`src/rtl/ua_route_sequencer.sv`:
```
// Break-before-make sequencer for the ua pad routing switches.
// Two requesters are round-robin arbitrated. An accepted route change opens
// every switch for DEAD_CYC cycles, then closes the new switch and waits
// SETTLE_CYC cycles before reporting the route as settled.
//
// state   | meaning
// --------+-----------------------------------------------------------
// IDLE    | route stable (or disconnected); requests may be accepted
// BREAK   | all switches open; dead time running
// MAKE    | new switch closed; settling time running
module ua_route_sequencer #(
    parameter int NSRC       = 4,
    parameter int SELW       = 3,
    parameter int DEAD_CYC   = 2,
    parameter int SETTLE_CYC = 4,
    parameter int CNTW       = 8
) (
    input  logic                clk_i,
    input  logic                rst_i,
    input  logic [1:0]          req_valid_i,
    input  logic [2*SELW-1:0]   req_code_i,
    output logic [1:0]          req_ready_o,
    output logic [NSRC-1:0]     sw_en_o,
    output logic [SELW-1:0]     cur_code_o,
    output logic                busy_o,
    output logic                settled_o,
    output logic                err_o
);

    typedef enum logic [1:0] {
        ST_IDLE  = 2'd0,
        ST_BREAK = 2'd1,
        ST_MAKE  = 2'd2
    } state_t;

    state_t            state_q, state_d;
    logic [CNTW-1:0]   timer_q, timer_d;
    logic [NSRC-1:0]   sw_en_q, sw_en_d;
    logic [SELW-1:0]   cur_code_q, cur_code_d;
    logic              settled_q, settled_d;
    logic              err_q, err_d;
    logic              rr_q, rr_d;

    logic [1:0]        gnt;
    logic              accept;
    logic [SELW-1:0]   acc_code;
    logic              code_illegal;
    logic              code_same;
    logic              start_seq;
    logic              timer_last;

    // Decode a route code to its switch; code 0 (and illegal codes) map to all-open.
    function automatic logic [NSRC-1:0] code_to_sw(input logic [SELW-1:0] code);
        logic [NSRC-1:0] sw;
        sw = '0;
        for (int i = 0; i < NSRC; i++) begin
            sw[i] = (code == SELW'(i + 1));
        end
        return sw;
    endfunction

    // Round-robin grant; only offered in IDLE and never while reset is asserted.
    always_comb begin
        gnt          = 2'b00;
        if ((state_q == ST_IDLE) && !rst_i) begin
            gnt[0] = req_valid_i[0] & (~req_valid_i[1] | ~rr_q);
            gnt[1] = req_valid_i[1] & (~req_valid_i[0] |  rr_q);
        end
        accept       = |gnt;
        acc_code     = gnt[1] ? req_code_i[SELW +: SELW] : req_code_i[0 +: SELW];
        code_illegal = (acc_code > SELW'(NSRC));
        code_same    = (acc_code == cur_code_q) && settled_q;
        start_seq    = accept && !code_illegal && !code_same;
        timer_last   = (timer_q == CNTW'(1));
    end

    // State and datapath registers with synchronous reset.
    always_ff @(posedge clk_i) begin
        if (rst_i) begin
            state_q    <= ST_IDLE;
            timer_q    <= '0;
            sw_en_q    <= '0;
            cur_code_q <= '0;
            settled_q  <= 1'b0;
            err_q      <= 1'b0;
            rr_q       <= 1'b0;
        end else begin
            state_q    <= state_d;
            timer_q    <= timer_d;
            sw_en_q    <= sw_en_d;
            cur_code_q <= cur_code_d;
            settled_q  <= settled_d;
            err_q      <= err_d;
            rr_q       <= rr_d;
        end
    end

    // Next-state and phase timer: timer loads the phase length on entry and counts down to 1.
    always_comb begin
        state_d = state_q;
        timer_d = timer_q;
        case (state_q)
            ST_IDLE: begin
                timer_d = '0;
                if (start_seq) begin
                    state_d = ST_BREAK;
                    timer_d = CNTW'(DEAD_CYC);
                end
            end
            ST_BREAK: begin
                if (timer_last) begin
                    if (cur_code_q == '0) begin
                        state_d = ST_IDLE;
                        timer_d = '0;
                    end else begin
                        state_d = ST_MAKE;
                        timer_d = CNTW'(SETTLE_CYC);
                    end
                end else begin
                    timer_d = timer_q - CNTW'(1);
                end
            end
            ST_MAKE: begin
                if (timer_last) begin
                    state_d = ST_IDLE;
                    timer_d = '0;
                end else begin
                    timer_d = timer_q - CNTW'(1);
                end
            end
            default: begin
                state_d = ST_IDLE;
                timer_d = '0;
            end
        endcase
    end

    // Output and route bookkeeping: switches only close at the BREAK->MAKE boundary.
    always_comb begin
        sw_en_d    = sw_en_q;
        cur_code_d = cur_code_q;
        settled_d  = settled_q;
        err_d      = 1'b0;
        rr_d       = rr_q;
        if (accept) begin
            rr_d  = gnt[0];
            err_d = code_illegal;
        end
        if (start_seq) begin
            sw_en_d    = '0;
            settled_d  = 1'b0;
            cur_code_d = acc_code;
        end
        if ((state_q == ST_BREAK) && timer_last) begin
            if (cur_code_q == '0) begin
                settled_d = 1'b1;
            end else begin
                sw_en_d = code_to_sw(cur_code_q);
            end
        end
        if ((state_q == ST_MAKE) && timer_last) begin
            settled_d = 1'b1;
        end
        req_ready_o = gnt;
        sw_en_o     = sw_en_q;
        cur_code_o  = cur_code_q;
        busy_o      = (state_q != ST_IDLE);
        settled_o   = settled_q;
        err_o       = err_q;
    end

endmodule

```
`config.mk`:
```
export PLATFORM = sky130hd
export DESIGN_NAME = ua_route_sequencer
export DESIGN_NICKNAME = d
export VERILOG_FILES = /design/src/rtl/ua_route_sequencer.sv
export SDC_FILE = /design/constraint.sdc
export NUM_CORES = 1
export LEC_CHECK = 0
export BUFFER_PORTS_ARGS = -buffer_cell sky130_fd_sc_hd__buf_4
export CAP_MARGIN = 0
export CORE_MARGIN = 5
export CORE_UTILIZATION = 56
export CTS_BUF_LIST = sky130_fd_sc_hd__clkbuf_8
export CTS_CLUSTER_SIZE = 25
export DETAILED_ROUTE_END_ITERATION = 16
export GPL_TIMING_DRIVEN = 1
export PLACE_DENSITY = 0.81
export SYNTH_ARGS = -nofsm -noshare
export SYNTH_HDL_FRONTEND = slang
export SYNTH_SLANG_ARGS = --single-unit
export TNS_END_PERCENT = 1
```
`constraint.sdc`:
```
create_clock -name clk_i -period 2.4 [get_ports clk_i]
set_clock_uncertainty 0.15 [all_clocks]
set_input_delay 0.12 -clock clk_i [delete_from_list [all_inputs] [get_ports clk_i]]
set_output_delay 0.12 -clock clk_i [all_outputs]
set_load 0.02 [all_outputs]
```
### Word-level counts from Yosys, hierarchy flattened

Index checks and enable logic that the tools add are counted.
W data, S select, Z words.

* word-level logic and storage cells: 62
* flip-flop bits (word level): 20
* output and inout bits: 12

* bitwise operators: 8
* order comparisons: 1
* equality and inequality tests: 11
* multiplexer cells: 19
* add/subtract/negate cells: 1
* reductions and logical operators: 15

Operator list (number)
* $pmux W8 S3: 1
* $mux W8: 2
* $mux W2: 6
* $mux W4: 3
* $eq A8 B1 Y1 const B: 1
* $sub A8 B1 Y8 const B: 1
* $eq A3 B2 Y1 const B: 2
* $logic_and A1 B1 Y1: 6
* $mux W3: 2
* $ne A2 B2 Y1 const B: 3
* $pmux W2 S3: 1
* $mux W1: 4
* $not A1 Y1: 4
* $reduce_or A2 Y1: 2
* $eq A3 B1 Y1 const B: 1
* $eq A3 B3 Y1: 1
* $eq A3 B3 Y1 const B: 1
* $gt A3 B3 Y1 const B: 1
* $logic_not A1 Y1: 3
* $logic_not A3 Y1: 1
* $reduce_and A3 Y1: 1
* $and A1 B1 Y1: 2
* $eq A2 B1 Y1 const B: 1
* $eq A2 B2 Y1 const B: 1
* 3 further kinds: 4

### Depth between registers and ports, before layout

* depth after elaboration: 13
* mapped depth: 7
* depth with buffers taken out: 6

### Worst setup path before layout

No wires, ideal clock.

* kind: reg-to-reg
* from: reg state_q[0]
* to: reg sw_en_q[2] (netlist: sw_en_o[2])
* period minus slack after synthesis: 2013 ps
* slack: 387 ps
* data required time: 2134 ps
* arrival time: 1747 ps
* cell stages (with the launch flop): 7
* path through: dfxtp_1 > nor3_2 > nand3_2 > inv_1 > o211ai_1 > a31o_2 > a41o_1

* word-level cells in the longest chain between the ends: 11
* elaborated cells on any way between the ends: 17
* those cells by class: order compare: 1; eq/ne: 2; mux: 5; reduce/logical: 9

Ends and longest elaborated chain
* start, declared: line 36 `state_t state_q, state_d;`
* start signal, assigned: line 88 `state_q <= state_d;`
* $logic_not A2 Y1 (*): line 65 `if ((state_q == ST_IDLE) && !rst_i) begin`
* $logic_and A1 B1 Y1 (*): line 65
* $mux W2 (*): line 65
* via req_ready_o[1]: line 22 `output logic [1:0] req_ready_o,`
* $mux W3: line 70 `acc_code = gnt[1] ? req_code_i[SELW +: SELW] : req_code_i[0 +: SELW];`
* $gt A3 B3 Y1 or $eq A3 B3 Y1 (tied branches): line 71, 72
* $logic_not A1 Y1 or $logic_and A1 B1 Y1 (tied branches): line 73, 72
* $logic_and A1 B1 Y1 or $logic_not A1 Y1 (tied branches): line 73 `start_seq = accept && !code_illegal && !code_same;`
* $logic_and A1 B1 Y1 (*): line 73
* $mux W4 (*): line 149 `if (start_seq) begin`
* $mux W4: line 155 `if (cur_code_q == '0) begin`
* $mux W4 (*): line 154 `if ((state_q == ST_BREAK) && timer_last) begin`
* end signal, assigned: line 90 `sw_en_q <= sw_en_d;`
* end, declared: line 38 `logic [NSRC-1:0] sw_en_q, sw_en_d;`

Mark *: on every way through the listed nets, which the timed path passes. The rest lies on a longest branch.
A chain may end at the register's enable or synchronous reset.

### Worst setup path after layout

* from: reg state_q[0]
* to: reg cur_code_q[2] (netlist: cur_code_o[2])

* word-level cells in the longest chain between the ends: 8
* elaborated cells on any way between the ends: 12
* those cells by class: order compare: 1; eq/ne: 1; mux: 2; reduce/logical: 8

Ends and longest elaborated chain
* $logic_not A2 Y1 (*): line 65
* $logic_and A1 B1 Y1 (*): line 65
* $mux W2 (*): line 65
* $mux W3: line 70
* $gt A3 B3 Y1 or $eq A3 B3 Y1 (tied branches): line 71, 72
* $logic_not A1 Y1 or $logic_and A1 B1 Y1 (tied branches): line 73, 72
* $logic_and A1 B1 Y1 or $logic_not A1 Y1 (tied branches): line 73
* $logic_and A1 B1 Y1: line 73
* end signal, assigned: line 91 `cur_code_q <= cur_code_d;`
* end, declared: line 39 `logic [SELW-1:0] cur_code_q, cur_code_d;`

Every way passes the cells marked *; elsewhere a longest branch is shown, timed or not.

==> impl.org <==
** Outcome
- Outcome :: completed

** Detailed routing
- Wires add up to 3020 um.
- The detailed router placed 1,117 vias in this run.
- After detailed routing, the average wire length per cell comes to 16.8 um.
- Using the TritonRoute via totals, the vias-per-cell ratio works out to 6.21.
- Number of detailed-route iterations in the first pass :: 4
- After the first detailed-routing iteration, the DRC count stood at 49.
- The count of nets left with antenna violations once routing finished came out at 0.
- In the routed design, unresolved DRC markers number 0.

** Worst setup path
- CP Class :: flop to flop
- Worst Reg2Reg Path Length in Cells :: 5
- The worst setup path is captured at a flop.
- Biggest fanout along the worst timing path :: 6
- Arrival time at the worst endpoint :: 2.29 ns
- The worst register-to-register path ends at cur_code_o[2]$_SDFFE_PP0P_.
- The critical path starts at state_q[0]$_SDFFE_PP0P_.
- STA puts the critical path data required time at 2.40 ns.
- The worst setup path is launched from a flop.
- Reg2reg setup slack :: 0.12 ns
- In this run the critical register-to-register path is launched from state_q[0]$_SDFFE_PP0P_.
- Critical path capture point :: cur_code_o[2]$_SDFFE_PP0P_

** Global routing
- Via count of the first global-routing pass :: 1,063
- Wire length of the first global-routing pass :: 4910 um
- For this run, global-route usage on met3 was measured as 5.99%.
- Largest net degree at the start of global routing :: 17
- For this run, global-route usage on met1 was measured as 29.1%.
- Total Routing Usage GR :: 23.1%
- The layer flagged by global routing as most heavily used is met2.
- Met2 Resource Use GR :: 36.4%
- The number of antenna violations at the first check in global routing was 0.
- Overflow left after global routing :: 0

** Finish
- Relative to the synthesized area, the layout overhead comes to 23.0%.
- The filler cells instantiated in the layout total 158.
- With fillers left out, the area of the finished cells amounts to 0.00138 mm2.
- The repair_antennas step left the layout with diodes totalling 0.
- Of the cells placed in the final design, the portion with a size suffix greater than 1 is 22.9%.
- Cells fill 71.0% of the core in the end.
- Registers take 400 um2.
- After the flow finishes, the layout carries non-filler instances totaling 180.
- The multi-input combinational cells in the finished layout cover a total of 676 um2.
- The net count of the finished layout is 166.

** CTS
- Clock-pin slew was measured on the worst setup and hold paths at 0.08 ns.
- Count of hold-fix buffers inserted at cts :: 1
- Once the clock tree was built, the setup fixing pass inserted 0 buffers.
- The tree built by TritonCTS fans out to 20 sinks.
- Number of levels the H-tree was split into :: 1
- Buffers inserted during clock tree synthesis total 3.
- TritonCTS built the clock tree.
- The later pin in the worst-skew pair is clocked with a latency of 0.26 ns.
- Library cell used as clock root buffer :: clkbuf_8
- In this run the deepest clock path goes through 2 buffers.
- Total of cells resized after clock tree synthesis :: 0

** Timing
- Of the available clock period, the critical path in the final layout requires 95.2%.
- RSZ-0062 raised after global routing :: false
- Based on the critical path, the design can be clocked at up to 438 MHz.
- Number of hold violations in the final report :: 0
- Measured against its own limit, the worst slew margin works out to 59.4%.
- Count of pins over their slew limit :: 0
- Setup-failing EPs final :: 0
- Minimum clock period :: 2.28 ns
- For the final routed database, the setup TNS stands at 0 ns.
- For the pin with the worst max-slew slack, the measured transition is 0.604 ns.

** Placement
- Weighted congestion at the end of routability-driven global placement :: 0.859
- Placed wire-length estimate :: 2130 um
- Placed Instances :: 175
- Dpl cell area :: 0.00130 mm2
- The count of buffers added on input and output ports is 21.

** Power and ir drop
- VDD sags by at most 0.548 mV.
- Power spread over the standard cell area amounts to 779 mW/mm2.
- Total design power :: 1070 uW
- Summed over all cells, the static leakage comes to 0.000559 uW.

** Synthesis
- Post-Synthesis Cells :: 131
- Synthesis produced a netlist with a net count of 143.
- Distinct cells, synth :: 43
- Average instance area after synthesis :: 8.56 um2
- Sequential cells were found to cover 35.7% of the synthesized design area.
- Synthesis warning total :: 0
- After synthesis the cells add up to 0.00112 mm2.
- After synthesis the netlist holds a flip-flop and latch count of 20.

** Floorplanning
- The die covers 0.00300 mm2.
- Height of the die :: 54.7 um
- Area of the core :: 0.00194 mm2
- Horiz. Die Dim :: 54.7 um
- Initial core utilization :: 57.7%
- Top-level I/O count :: 22
- Total number of placement rows :: 16

** Flow run
- The tool flagged a number of max-cap violations equal to 0.

** Worst hold path
- The tightest min-delay check is of the input pin to flop type.
[worst max-delay path: stages, from the launching register on]
cell and delay [ns]:
dfxtp_1 0.35, or3_4 0.43, o41ai_1 0.49, a311oi_2 0.13
a31o_2 0.29, a211oi_1 0.33
[metrics by stage]
step	hold WS [ns]	setup slack, ns
2_1_floorplan	0.0531	0.387
3_3_place_gp	0.269	0.347
3_5_place_dp	0.276	0.289
4_1_cts	0.000491	0.144
5_1_grt	0.0224	0.00251
6_report	0.0118	0.116
[layout by cell type, fill, tap and decap left out, drive strengths merged, types with 3 or more instances in the layout]
cell type and instances:
a311oi 4, nor3 3, nor2 14, a21oi 7, mux2 3, inv 8
dfxtp 20, a211oi 6, xnor2 4, nor2b 5, nand3 3, buf 21
nand2b 6, clkbuf 3, nand2 6, nor4 4
[worst min-delay path by stage]
stage | from | to | cells after the start | slack, ns
2_1_floorplan | rst_i | timer_q[2]$_SDFF_PP0_ | 1 | 0.05
3_3_place_gp | rst_i | cur_code_o[1]$_SDFFE_PP0P_ | 2 | 0.27
3_5_place_dp | rst_i | cur_code_o[2]$_SDFFE_PP0P_ | 2 | 0.28
4_1_cts | rst_i | sw_en_o[3]$_SDFF_PP0_ | 2 | 0.0005
5_1_grt | rst_i | sw_en_o[3]$_SDFF_PP0_ | 2 | 0.02
6_report | rst_i | sw_en_o[3]$_SDFF_PP0_ | 2 | 0.01
[report_power, final]
part | leakage [uW] | internal, uW | switching [uW]
registers | 0.000163 | 367 | 41.7
clock network | 0.0000357 | 223 | 120
logic | 0.000360 | 140 | 182
[routing by layer]
layer / wire, um / share of wire, %
met1: 1300 / 43
met2: 1370 / 45
met3: 244 / 8.1
met4: 102 / 3.4
met5: 0 / 0
[cell usage after synthesis]
cell	number	area share [%]
ha_1	2	2.2
nor2_1	14	4.7
and4_1	1	0.78
nand2b_1	6	3.3
nor3_1	2	0.89
o41ai_1	1	0.78
or3_4	1	1.0
dfxtp_1	20	36
a2111oi_0	1	0.78
a311oi_1	3	2.3
or2_2	1	0.56
a31oi_1	2	1.1
o311ai_1	1	0.78
xnor2_1	4	3.1
o31a_1	1	0.78
a2111oi_1	1	0.89
xor2_1	2	1.6
a21oi_1	7	3.1
nand3_1	2	0.89
o21bai_1	1	0.67
clkbuf_1	4	1.3
and3_1	2	1.1
nor2b_1	5	2.8
a31o_2	2	1.6
o32ai_1	1	0.78
a311oi_2	1	1.3
nor4_1	4	2.2
and2_1	2	1.1
mux2_2	3	3.0
nor4b_1	2	1.6
or3_1	1	0.56
a211oi_1	6	4.0
a211o_1	1	0.78
nand3_2	1	0.89
nand2_1	6	2.0
o211ai_1	1	0.67
a41o_1	1	0.89
o31ai_1	2	1.3
o2111ai_1	1	0.78
inv_1	8	2.7
o21a_1	1	0.67
nor3_2	1	0.89
o21ai_0	2	0.89
[cell type report]
class                   instances  share of cell area [%]
repair buffers                 22                    12.2
inverters                       8                    2.18
flip-flops and latches         20                    29.0
clock inverters                 1                    2.18
multi-input cells              99                    49.0
well taps                      27                    2.45
clock buffers                   3                    2.99
[cells by family after synthesis]
group           Yosys count  share of synthesized area (%)
compound gates           37                           25.0
xor+xnor                  6                           4.69
fa+ha+maj                 2                           2.23
buf+inv                  12                           4.02
flops                    20                           35.7
mux                       3                           3.01
simple gates             51                           25.3
[flip-flops by register name (all words and copies together), names as in the netlist]
register and flops:
settled_o 1, err_o 1, sw_en_o 4, state_q 2
timer_q 8, cur_code_o 3, rr_q 1
No activity file was read; power rests on OpenSTA's default activity.
